**config.mk**
```make
export PLATFORM = sky130hd
export DESIGN_NAME = multicycle_controller
export DESIGN_NICKNAME = d
export VERILOG_FILES = /design/src/rtl/multicycle_controller.sv
export SDC_FILE = /design/constraint.sdc
export NUM_CORES = 1
export LEC_CHECK = 0
export CAP_MARGIN = 10
export CORE_MARGIN = 2
export CORE_UTILIZATION = 42
export DETAILED_ROUTE_END_ITERATION = 8
export PLACE_DENSITY = 0.76
export SYNTH_ARGS = -nofsm -noshare
export SYNTH_HDL_FRONTEND = slang
export SYNTH_SLANG_ARGS = --single-unit
```
**constraint.sdc**
```tcl
create_clock -name clk -period 2.68 [get_ports clk]
set_clock_uncertainty 0.1 [all_clocks]
set_input_delay 0.804 -clock clk [delete_from_list [all_inputs] [get_ports clk]]
set_output_delay 0.804 -clock clk [all_outputs]
set_load 0.02 [all_outputs]
```
**src/rtl/multicycle_controller.sv**
```systemverilog
// multicycle_controller
//   Moore-style multi-cycle control FSM for an RV32I core that shares one
//   instruction/data memory. It sequences the fetch, decode, execute, memory
//   and writeback steps. Memory accesses use a req/ready handshake, so the
//   memory may take a variable number of cycles. The FSM traps on illegal
//   opcodes and counts retired instructions.
//
// Ports
//   clk, reset               clock (rising edge), asynchronous active-high reset
//   op, funct3, funct7b5     instruction fields from the instruction register
//   Zero, alu_lsb            ALU status inputs, used to resolve branches
//   mem_ready                memory accepted the write, or read data is valid
//   mem_req, MemWrite        memory request and store strobe
//   AdrSrc, IRWrite, PCWrite,
//   RegWrite, Jalr           datapath strobes and address select
//   ResultSrc, ALUSrcA/B,
//   ImmSrc, ALUControl       datapath mux selects and ALU operation
//   illegal                  sticky illegal-instruction flag
//   instret                  retired-instruction counter (wraps)
module multicycle_controller #(
  parameter int MEM_HANDSHAKE = 1,
  parameter int INSTRET_W     = 32,
  parameter int ENABLE_U      = 1
) (
  input  logic                 clk,
  input  logic                 reset,
  input  logic [6:0]           op,
  input  logic [2:0]           funct3,
  input  logic                 funct7b5,
  input  logic                 Zero,
  input  logic                 alu_lsb,
  input  logic                 mem_ready,
  output logic                 mem_req,
  output logic                 MemWrite,
  output logic                 AdrSrc,
  output logic                 IRWrite,
  output logic                 PCWrite,
  output logic                 RegWrite,
  output logic                 Jalr,
  output logic [1:0]           ResultSrc,
  output logic [1:0]           ALUSrcA,
  output logic [1:0]           ALUSrcB,
  output logic [2:0]           ImmSrc,
  output logic [3:0]           ALUControl,
  output logic                 illegal,
  output logic [INSTRET_W-1:0] instret
);

  typedef enum logic [3:0] {
    S_FETCH, S_DECODE, S_MEMADR, S_MEMREAD, S_MEMWB, S_MEMWRITE, S_EXECR,
    S_EXECI, S_ALUWB, S_BRANCH, S_JAL, S_JALR1, S_JALR2, S_LUI, S_AUIPC, S_TRAP
  } state_t;

  localparam logic [6:0] OP_LOAD   = 7'b0000011;
  localparam logic [6:0] OP_STORE  = 7'b0100011;
  localparam logic [6:0] OP_REG    = 7'b0110011;
  localparam logic [6:0] OP_IMM    = 7'b0010011;
  localparam logic [6:0] OP_BRANCH = 7'b1100011;
  localparam logic [6:0] OP_JAL    = 7'b1101111;
  localparam logic [6:0] OP_JALR   = 7'b1100111;
  localparam logic [6:0] OP_LUI    = 7'b0110111;
  localparam logic [6:0] OP_AUIPC  = 7'b0010111;

  localparam logic [3:0] ALU_ADD  = 4'b0000;
  localparam logic [3:0] ALU_SUB  = 4'b0001;
  localparam logic [3:0] ALU_AND  = 4'b0010;
  localparam logic [3:0] ALU_OR   = 4'b0011;
  localparam logic [3:0] ALU_XOR  = 4'b0100;
  localparam logic [3:0] ALU_SLT  = 4'b0101;
  localparam logic [3:0] ALU_SLTU = 4'b0110;
  localparam logic [3:0] ALU_SLL  = 4'b0111;
  localparam logic [3:0] ALU_SRL  = 4'b1000;
  localparam logic [3:0] ALU_SRA  = 4'b1001;

  state_t                 state_q, state_d;
  logic                   illegal_q, illegal_d;
  logic [INSTRET_W-1:0]   instret_q, instret_d;
  logic                   retire;
  logic                   ready;
  logic                   br_taken;

  // With the handshake disabled every memory access completes in one cycle.
  assign ready = (MEM_HANDSHAKE != 0) ? mem_ready : 1'b1;

  // funct7b5 selects SUB only for register ops; for immediate ops bit 30 is
  // part of the immediate except for the shift-right encoding.
  function automatic logic [3:0] alu_dec(input logic [2:0] f3, input logic b5,
                                         input logic is_reg);
    case (f3)
      3'b000:  alu_dec = (is_reg && b5) ? ALU_SUB : ALU_ADD;
      3'b001:  alu_dec = ALU_SLL;
      3'b010:  alu_dec = ALU_SLT;
      3'b011:  alu_dec = ALU_SLTU;
      3'b100:  alu_dec = ALU_XOR;
      3'b101:  alu_dec = b5 ? ALU_SRA : ALU_SRL;
      3'b110:  alu_dec = ALU_OR;
      default: alu_dec = ALU_AND;
    endcase
  endfunction

  function automatic logic [2:0] imm_dec(input logic [6:0] o);
    case (o)
      OP_STORE:          imm_dec = 3'b001;
      OP_BRANCH:         imm_dec = 3'b010;
      OP_JAL:            imm_dec = 3'b011;
      OP_LUI, OP_AUIPC:  imm_dec = 3'b100;
      default:           imm_dec = 3'b000;
    endcase
  endfunction

  // funct3[0] inverts the sense of each branch pair (beq/bne, blt/bge, ...).
  always_comb begin
    br_taken = (funct3[2] ? alu_lsb : Zero) ^ funct3[0];
  end

  always_ff @(posedge clk or posedge reset) begin
    if (reset) begin
      state_q   <= S_FETCH;
      illegal_q <= 1'b0;
      instret_q <= '0;
    end else begin
      state_q   <= state_d;
      illegal_q <= illegal_d;
      instret_q <= instret_d;
    end
  end

  always_comb begin
    state_d    = state_q;
    mem_req    = 1'b0;
    MemWrite   = 1'b0;
    AdrSrc     = 1'b0;
    IRWrite    = 1'b0;
    PCWrite    = 1'b0;
    RegWrite   = 1'b0;
    Jalr       = 1'b0;
    ResultSrc  = 2'b00;
    ALUSrcA    = 2'b00;
    ALUSrcB    = 2'b00;
    ImmSrc     = imm_dec(op);
    ALUControl = ALU_ADD;
    retire     = 1'b0;

    case (state_q)
      S_FETCH: begin
        mem_req   = 1'b1;
        ALUSrcB   = 2'b10;
        ResultSrc = 2'b10;
        if (ready) begin
          IRWrite = 1'b1;
          PCWrite = 1'b1;
          state_d = S_DECODE;
        end
      end
      S_DECODE: begin
        // ALUOut captures OldPC + ImmExt, the branch/jal target.
        ALUSrcA = 2'b01;
        ALUSrcB = 2'b01;
        case (op)
          OP_LOAD, OP_STORE: state_d = S_MEMADR;
          OP_REG:            state_d = S_EXECR;
          OP_IMM:            state_d = S_EXECI;
          OP_BRANCH:         state_d = S_BRANCH;
          OP_JAL:            state_d = S_JAL;
          OP_JALR:           state_d = S_JALR1;
          OP_LUI:            state_d = (ENABLE_U != 0) ? S_LUI : S_TRAP;
          OP_AUIPC:          state_d = (ENABLE_U != 0) ? S_AUIPC : S_TRAP;
          default:           state_d = S_TRAP;
        endcase
      end
      S_MEMADR: begin
        ALUSrcA = 2'b10;
        ALUSrcB = 2'b01;
        state_d = (op == OP_STORE) ? S_MEMWRITE : S_MEMREAD;
      end
      S_MEMREAD: begin
        mem_req = 1'b1;
        AdrSrc  = 1'b1;
        if (ready) state_d = S_MEMWB;
      end
      S_MEMWB: begin
        ResultSrc = 2'b01;
        RegWrite  = 1'b1;
        retire    = 1'b1;
        state_d   = S_FETCH;
      end
      S_MEMWRITE: begin
        mem_req = 1'b1;
        AdrSrc  = 1'b1;
        if (ready) begin
          MemWrite = 1'b1;
          retire   = 1'b1;
          state_d  = S_FETCH;
        end
      end
      S_EXECR: begin
        ALUSrcA    = 2'b10;
        ALUControl = alu_dec(funct3, funct7b5, 1'b1);
        state_d    = S_ALUWB;
      end
      S_EXECI: begin
        ALUSrcA    = 2'b10;
        ALUSrcB    = 2'b01;
        ALUControl = alu_dec(funct3, funct7b5, 1'b0);
        state_d    = S_ALUWB;
      end
      S_ALUWB: begin
        RegWrite = 1'b1;
        retire   = 1'b1;
        state_d  = S_FETCH;
      end
      S_BRANCH: begin
        ALUSrcA = 2'b10;
        if (funct3[2:1] == 2'b01) begin
          state_d = S_TRAP;
        end else begin
          ALUControl = !funct3[2] ? ALU_SUB : (funct3[1] ? ALU_SLTU : ALU_SLT);
          PCWrite    = br_taken;
          retire     = 1'b1;
          state_d    = S_FETCH;
        end
      end
      S_JAL: begin
        ALUSrcA = 2'b01;
        ALUSrcB = 2'b10;
        PCWrite = 1'b1;
        state_d = S_ALUWB;
      end
      S_JALR1: begin
        ALUSrcA = 2'b10;
        ALUSrcB = 2'b01;
        state_d = S_JALR2;
      end
      S_JALR2: begin
        Jalr    = 1'b1;
        PCWrite = 1'b1;
        ALUSrcA = 2'b01;
        ALUSrcB = 2'b10;
        state_d = S_ALUWB;
      end
      S_LUI: begin
        ALUSrcA = 2'b11;
        ALUSrcB = 2'b01;
        ImmSrc  = 3'b100;
        state_d = S_ALUWB;
      end
      S_AUIPC: begin
        ALUSrcA = 2'b01;
        ALUSrcB = 2'b01;
        ImmSrc  = 3'b100;
        state_d = S_ALUWB;
      end
      default: begin
        state_d = S_TRAP;
      end
    endcase

    // Strobes must not reach memory or the register file during reset,
    // even though the state register already reads FETCH.
    if (reset) begin
      mem_req  = 1'b0;
      MemWrite = 1'b0;
      IRWrite  = 1'b0;
      PCWrite  = 1'b0;
      RegWrite = 1'b0;
    end
  end

  always_comb begin
    illegal_d = illegal_q | (state_d == S_TRAP);
    instret_d = instret_q + INSTRET_W'(retire);
  end

  assign illegal = illegal_q;
  assign instret = instret_q;

endmodule

```
# After elaboration in Yosys (flattened, before gate mapping)
# Index checks and enable logic that the tools add are counted.
# classes
addsub	1
eq_ne	31
n_mux	37
n_bitwise	2
reduce_logical	14
# op_table
cell	n
4-bit case mux with 7 select lines	2
4-bit case mux with 9 select lines	1
32-bit by 1-bit adder with 32-bit output	1
4-bit == test (second input constant)	8
4-bit case mux with 8 select lines	1
7-bit by 6-bit == test with 1-bit output (second input constant)	3
7-bit == test (second input constant)	3
1-bit 2-to-1 mux	17
4-bit by 3-bit == test with 1-bit output (second input constant)	4
4-bit 2-to-1 mux	4
7-bit by 5-bit == test with 1-bit output (second input constant)	2
3-bit 2-to-1 mux	4
3-bit case mux with 4 select lines	1
4-bit case mux with 3 select lines	1
2-bit OR reduction	6
6-bit OR reduction	2
3-bit == test (second input constant)	3
4-bit by 2-bit == test with 1-bit output (second input constant)	2
2-bit case mux with 2 select lines	2
7-bit by 2-bit == test with 1-bit output (second input constant)	1
3-bit by 2-bit == test with 1-bit output (second input constant)	2
1-bit case mux with 3 select lines	2
2-bit case mux with 3 select lines	1
3-bit OR reduction	2
other kinds (10)	10
# word_totals
regBits	37
in_bits	16
output_inout_bits	53

# Depth between registers and ports, before layout
# Gate-level depths: netlist of run 1.
# logic_depth
word_depth	6
mapped_depth	11
mapped_depth_nobuf	10

# Worst setup path after synthesis of run 1
# No wires, ideal clock.
# synth_timing
kind	input port to output port
startpoint	input port reset
endpoint	output port MemWrite
arrival_ns	2.198
path_slack_ns	-0.422
stages	3
n_path_buf	0
path_cell_list	inv_1 -> nand2_1 -> nor3_1
# synth_between
elab_chain_cells	1
# synth_rtl
element	line	source
start: declaration	26	input logic reset,
1-bit 2-to-1 mux	260	if (reset) begin
end: declaration	34	output logic MemWrite,
# No other way between the ends.

# Worst setup path after layout of run 1
# layout_timing
startpoint	input port op[4]
endpoint	output port ImmSrc[0]
# layout_between
elab_chain_cells	4
word_cells_on_any_way	8
cone_classes	eq/ne (5); mux (2); reduce/logical (1)
# layout_rtl
element	line	source
start: declaration	27	input logic [6:0] op,
7-bit by 5-bit == test with 1-bit output / 7-bit by 6-bit == test with 1-bit output (equally long branches)	102	case (o)
2-bit OR reduction	102	
3-bit case mux with 4 select lines (*)	102	
3-bit 2-to-1 mux (*)	144	case (state_q)
end: declaration	43	output logic [2:0] ImmSrc,
# Mark *: on every way between the ends. The rest lies on a longest branch, timed or not.

==> summary.txt, run 1 <==
Status
  – Status: complete, but fails checks
  – Failing checks: negative setup slack

Timing
  – Unrepaired setup endpoints after global routing: true
  – Setup_tns: -0.0441 ns
  – Final Hold Viols: 0
  – Worst slew pin tran: 0.447 ns
  – Min cycle time layout: 2.72 ns
  – Fin. max-slew vios: 0
  – Final WS setup: -0.0441 ns
  – Max_slew headroom: 0.701
  – Fin crit share: 1.02
  – Setup violations, final: 1
  – FMAX: 367 MHz

Routing
  – Drc violations: 0
  – Met2 Wirelength: 3160 µm
  – Vias per cell: 5.11
  – Mean routed wirelength per cell: 14.0 µm
  – Routed Wire Length: 6150 µm
  – M1 wire length: 2730 µm
  – Highest routed layer: met4
  – Initial DRT Pass Iterations: 4
  – Routed vias: 2244
  – Met3 WL: 178 µm
  – Detail Route Antenna Nets: 0
  – Number of DRC markers in iteration 0: 124

Worst setup path
  – CP Buf/Inv Count: 2
  – Worst setup path class: primary input to output port
  – Critical-path cell list: buf_6 -> nand2b_4 -> or4_4 -> a21oi_2 -> buf_4
  – Worst Path Arrival: 1.82 ns
  – CP top delay family: simple AND/OR/NAND/NOR gates
  – Worst path required time: 1.78 ns
  – CP max stage delay: 0.52 ns
  – Max FO, Critical Path: 2
  – CP Launch Type: primary input
  – Master of the slowest instance on the critical path: or4_4
  – CP Capture Type: output port
  – R2R Setup Slk: 0.18 ns

Die
  – Core Rows: 26
  – Die Y: 76.7 µm
  – Core Box Area: 0.00511 mm²
  – Die X: 76.7 µm
  – Starting Density: 0.434
  – Die area: 0.00588 mm²
  – I/O pins: 69

Yosys
  – Ys Warns: 0
  – Cell Area, Synth: 0.00222 mm²
  – Synthesized area per cell: 9.28 µm²
  – Post-synth EDFFs: 0
  – Mapped Cells: 239
  – Sequential cell area fraction in the yosys report: 0.418
  – Asr flop ratio synth: 1.00
  – Synth cell types: 55
  – Synth area leader: dfrtp_1
  – Synth area leaders: dfrtp_1 42%, xnor2_1 7.9%, xor2_1 6.7%
  – Syn_nets: 257
  – Share of the synthesized area in the top cell type: 0.418
  – Dominant synthesized flop cell: dfrtp_1
  – Register bit total from synthesis: 37

Placed design
  – Global placement routability congestion: 0.900
  – DP Area: 0.00341 mm²
  – Detailed placer's ending HPWL: 4710 µm
  – Setup WS pre-CTS: -0.984 ns
  – PortBufs: 68

Global route
  – Global-route usage over all layers: 0.218
  – Vias in the first global route: 2296
  – Pin count of the biggest net entering global routing: 26
  – Global-route wire length before repair: 10600 µm
  – Initial antenna violation count: 0
  – Overflow after GRT: 0

Clock network
  – TritonCTS sink count: 37
  – TritonCTS Buffers: 5
  – Clk slew on worst S/H paths: 0.07 ns
  – H-tree depth: 2
  – Worst skew pair latency: 0.29 ns
  – Clk buf depth: 2
  – Hold-fix buffers at CTS: 0
  – CTS tree: done
  – Clock root buffer: clkbuf_8

Power and ir drop
  – Maximum VDD drop: 0.000476 V
  – P_leak: 1.67 nW
  – Total Power: 2.61 mW
  – Pwr Density: 726 mW/mm²

Hold path
  – Worst hold path class: flop to flop

Cells and area
  – Post-layout util: 0.703
  – Nets@finish: 386
  – P&R area growth vs syn: 62.0%
  – Most frequent cells in the layout: 68 x buf_4, 34 x dfrtp_1, 33 x clkdlybuf4s50_1, 19 x xnor2_1, 19 x nand2_1
  – N_diodes: 0
  – Commonest non-fill, non-tap cell in the layout: buf_4
  – Share of cells above drive strength 1: 0.379
  – Final instance area: 0.00359 mm²

Job
  – Max-cap violations: 0
[worst paths after layout]
kind                                       start                    end  cells past startpoint
min                        instret[31]$_DFF_PP0_  instret[31]$_DFF_PP0_                      1
max reg2reg                 state_q[2]$_DFF_PP0_  instret[28]$_DFF_PP0_                     11
min reg2reg                instret[31]$_DFF_PP0_  instret[31]$_DFF_PP0_                      1
min in group asynchronous                  reset  instret[14]$_DFF_PP0_                      4
max in group asynchronous                  reset   instret[1]$_DFF_PP0_                      4
max                                        op[4]              ImmSrc[0]                      5
[sequential cells by signal, summed over array words and instances, names as in the netlist]
signal / count
illegal: 1
instret: 32
state_q: 4
[synthesized netlist by cell type, drive strengths merged, types with 2 or more instances]
library cell,instances
nand3,16
nand4,5
ha,2
nor3,18
and2,2
or4,2
inv,10
o21ai,7
nand2b,4
or3,2
a21oi,7
nand2,20
a211oi,3
o21bai,2
a22oi,2
nor2,16
nor4,3
o31ai,2
o211ai,4
buf,5
dfrtp,37
xnor2,20
xor2,17
nand3b,2
and4,3
and3,4
nor2b,4
clkbuf,6
[metrics by stage]
step,instances,hold WS (ns)
after floorplan,239,0.478
after global placement,423,0.358
after CTS,434,0.382
after detailed placement,423,0.368
final,439,0.379
after global routing,439,0.398
[final cells by class]
class                           count  area (µm²)
Tap cell                           70        87.6
Fill cell                         424        1520
Inverter                           10        41.3
Multi-Input combinational cell    181        1370
Clock buffer                        5        68.8
Timing Repair Buffer              133        1070
Clock inverter                      3        17.5
Sequential cell                    37         930
[report_power, final]
group          total [mW]  internal (mW)  switching [mW]
registers           0.740          0.641          0.0992
logic                1.49          0.719           0.774
clock network       0.375          0.179           0.196
[cells by family (layout without fill, tap and decap cells)]
kind of cell / count (synthesis) / after routing / synth area share
fa+ha+maj: 2 / 2 / 0.0113
mux: 1 / 1 / 0.00451
xor+xnor: 37 / 37 / 0.146
simple gates: 104 / 104 / 0.266
flops: 37 / 37 / 0.418
buf+inv: 21 / 151 / 0.0378
compound gates: 37 / 37 / 0.116
[layer usage]
layer  vias up  track usage
li1       1108            -
met5         -            0
met2        51        0.377
met3         8       0.0341
met4         0       0.0655
met1      1077        0.282
[repair_timing]
action,CTS,global route
hold endpoints to repair,0,0
gates cloned,0,0
endpoints found under the setup margin,48,29
resized for setup,121,36
pin swaps,15,15
buffers inserted,3,5
Note: power is estimated with default switching activity, not from simulation.
==> run 2, diff against run 1 <==
- CORE_UTILIZATION: 42 -> 44
- CTS_BUF_LIST: unset -> sky130_fd_sc_hd__clkbuf_8
- PLACE_DENSITY: 0.76 -> 0.79
==> run 2 against run 1 <==
  * The run still ends with negative setup slack left
  * Fmax increased by 0.74%
  * Combinational power rose by 11%
  * Utilization increased by 8.8 points
  * Total power is 6.8% higher
  * Largest cell class unchanged
==> summary.txt, run 2 (same netlist as run 1, synthesis figures left out) <==
Status
  – Status: complete, but fails checks
  – Failing checks: negative setup slack

Placed design
  – Detailed placer's ending HPWL: 4570 µm (-2.9%)
  – Global placement routability congestion: 0.779 (-13%)
  – PortBufs: 68 (unchanged)
  – DP Area: 0.00335 mm² (-1.7%)

Cells and area
  – P&R area growth vs syn: 70.7%
  – N_diodes: 0 (unchanged)
  – Most frequent cells in the layout: 68 x buf_4, 34 x dfrtp_1, 33 x clkdlybuf4s50_1, 19 x xnor2_1, 17 x nand2_1
  – Area of the multi-input gates: 0.00150 mm² (+8.9%)
  – Post-layout util: 0.791 (+0.0875)
  – Share of cells above drive strength 1: 0.429 (+0.0492)
  – Register area: 930 µm² (unchanged)
  – Fill cells: 295 (-30%)
  – Nets@finish: 388 (+0.52%)
  – Largest register FFs: 32 (unchanged)
  – Commonest non-fill, non-tap cell in the layout: buf_4
  – Final instance area: 0.00378 mm² (+5.4%)

Worst setup path
  – CP top delay family: simple AND/OR/NAND/NOR gates
  – Reg2reg end: instret[24]$_DFF_PP0_
  – R2R Setup Slk: 0.28 ns (+0.10 ns)
  – CP max stage delay: 0.50 ns (-0.02 ns)
  – CP Capture Type: output port
  – Worst path required time: 1.78 ns (about the same)
  – Reg2Reg Depth: 11 (unchanged)
  – CP Buf/Inv Count: 2 (unchanged)
  – Critical R2R Launch: state_q[3]$_DFF_PP0_
  – CP Launch Type: primary input
  – Worst setup path class: primary input to output port
  – Crit path from: op[4]
  – Max FO, Critical Path: 2 (unchanged)
  – Worst path depth: 5 (unchanged)
  – Critical path endpoint: ImmSrc[0]
  – Critical-path cell list: buf_6 -> nand2b_4 -> or4_4 -> a21oi_4 -> buf_6
  – Master of the slowest instance on the critical path: or4_4
  – Worst Path Arrival: 1.80 ns (-0.02 ns)
  – CP most frequent cell: buf_6

Clock network
  – Clk buf depth: 2 (unchanged)
  – TritonCTS Buffers: 5 (unchanged)
  – TritonCTS sink count: 37 (unchanged)
  – Clock root buffer: clkbuf_8
  – Worst skew pair latency: 0.29 ns (about the same)
  – Clk slew on worst S/H paths: 0.08 ns (about the same)
  – H-tree depth: 2 (unchanged)
  – CTS tree: done

Die
  – Die Y: 75.0 µm (-2.2%)
  – Core Rows: 25 (-3.8%)
  – Die X: 75.0 µm (-2.2%)
  – I/O pins: 69 (unchanged)
  – Starting Density: 0.463 (+0.0292)
  – Die area: 0.00562 mm² (-4.3%)
  – Core Box Area: 0.00479 mm² (-6.3%)

Timing
  – Worst slew pin tran: 0.452 ns (+0.00499 ns)
  – Fin crit share: 1.01 (-0.00742)
  – Fin. max-slew vios: 0 (unchanged)
  – Setup violations, final: 1 (unchanged)
  – Min cycle time layout: 2.70 ns (-0.0199 ns)
  – Unrepaired setup endpoints after global routing: true
  – Final Hold Viols: 0 (unchanged)
  – Final WS setup: -0.0242 ns (+0.0199 ns)
  – FMAX: 370 MHz (+0.74%)
  – Max_slew headroom: 0.698 (-0.00328)

Power and ir drop
  – P_leak: 1.74 nW (+4.3%)
  – Maximum VDD drop: 0.000459 V (-3.6%)
  – Combinational power share: 0.597 (+0.024)
  – Sw Ratio: 0.414 (+0.00366)
  – Sequential power share: 0.269 (-0.015)
  – P_int: 1.63 mW (+6.2%)
  – Pwr Density: 736 mW/mm² (+1.4%)
  – Switching pwr: 1.15 mW (+7.8%)
  – Clock power share: 0.134 (-0.010)

Global route
  – Pin count of the biggest net entering global routing: 38 (+46%)
  – Overflow after GRT: 0 (unchanged)
  – Vias in the first global route: 2341 (+2.0%)
  – Global-route wire length before repair: 10400 µm (-1.7%)
  – Global-route usage over all layers: 0.240 (+0.0221)
  – Initial antenna violation count: 0 (unchanged)

Routing
  – Detail Route Antenna Nets: 0 (unchanged)
  – Drc violations: 0 (unchanged)
  – Routed vias: 2361 (+5.2%)
  – Initial DRT Pass Iterations: 4 (unchanged)
  – Mean routed wirelength per cell: 15.6 µm (+11%)
  – Routed Wire Length: 6820 µm (+11%)
  – Vias per cell: 5.39 (+5.5%)
  – Number of DRC markers in iteration 0: 113 (-8.9%)

Hold path
  – Worst hold path class: flop to flop

Job
  – Max-cap violations: 0 (unchanged)
## run 2: changes by cell type in the layout (fill, tap and decap cells not counted), moves of 3 or more
cell,before,now
buf_2,11,7
buf_6,5,14
clkbuf_2,7,3
o21ai_0,6,3
## run 2: worst min path at each step
stage,from,end,cells past startpoint
5_1_grt,instret[31]$_DFF_PP0_,instret[31]$_DFF_PP0_,1
3_3_place_gp,instret[31]$_DFF_PP0_,instret[31]$_DFF_PP0_,1
6_report,instret[31]$_DFF_PP0_,instret[31]$_DFF_PP0_,1
2_1_floorplan,instret[31]$_DFF_PP0_,instret[31]$_DFF_PP0_,1
4_1_cts,instret[31]$_DFF_PP0_,instret[31]$_DFF_PP0_,1
3_5_place_dp,instret[31]$_DFF_PP0_,instret[31]$_DFF_PP0_,1
## run 2: repair_timing
item,in CTS,in global routing
endpoints found under the setup margin,47,29
cloned,0,0
hold buffers,0,0
pin swaps,13,18
resized for setup,142,60
setup buffers,10,8
## run 2: per-stage QoR
| step | total power [mW] | instances | hold WS (ns) | setup TNS (ns) | setup WS, ns |
|---|---|---|---|---|---|
| final | 2.79 | 438 | 0.368 | -0.0242 | -0.0242 |
| after global placement | 2.08 | 413 | 0.356 | -22.91 | -0.850 |
| after detailed placement | 2.12 | 413 | 0.363 | -24.74 | -0.927 |
| after floorplan | 1.46 | 239 | 0.478 | -0.0348 | -0.0190 |
| after CTS | 2.57 | 431 | 0.371 | -0.457 | -0.215 |
| after global routing | 2.94 | 438 | 0.378 | -0.459 | -0.0748 |
## run 2: power by group through the flow
stage / Sequential [mW] / Clock (mW) / Combinational (mW)
floorplan: 0.758 / 0 / 0.701
global placement: 0.757 / 0 / 1.33
detailed placement: 0.758 / 0 / 1.36
CTS: 0.742 / 0.384 / 1.44
global route: 0.759 / 0.401 / 1.78
finish: 0.749 / 0.374 / 1.66
## run 2: area by class of cell
class                           count  share of cell area
Multi-Input combinational cell    181               0.395
Timing Repair Buffer              135               0.303
Sequential cell                    37               0.246
Tap cell                           67              0.0222
Clock buffer                        5              0.0182
Inverter                           10              0.0116
Clock inverter                      3             0.00463
## run 2: per-layer routing
metal / global-route usage / vias up / wire (µm)
li1: - / 1107 / -
met1: 0.277 / 1143 / 2620
met2: 0.445 / 95 / 3730
met3: 0.0495 / 16 / 351
met4: 0.0714 / 0 / 125
met5: 0 / - / 0
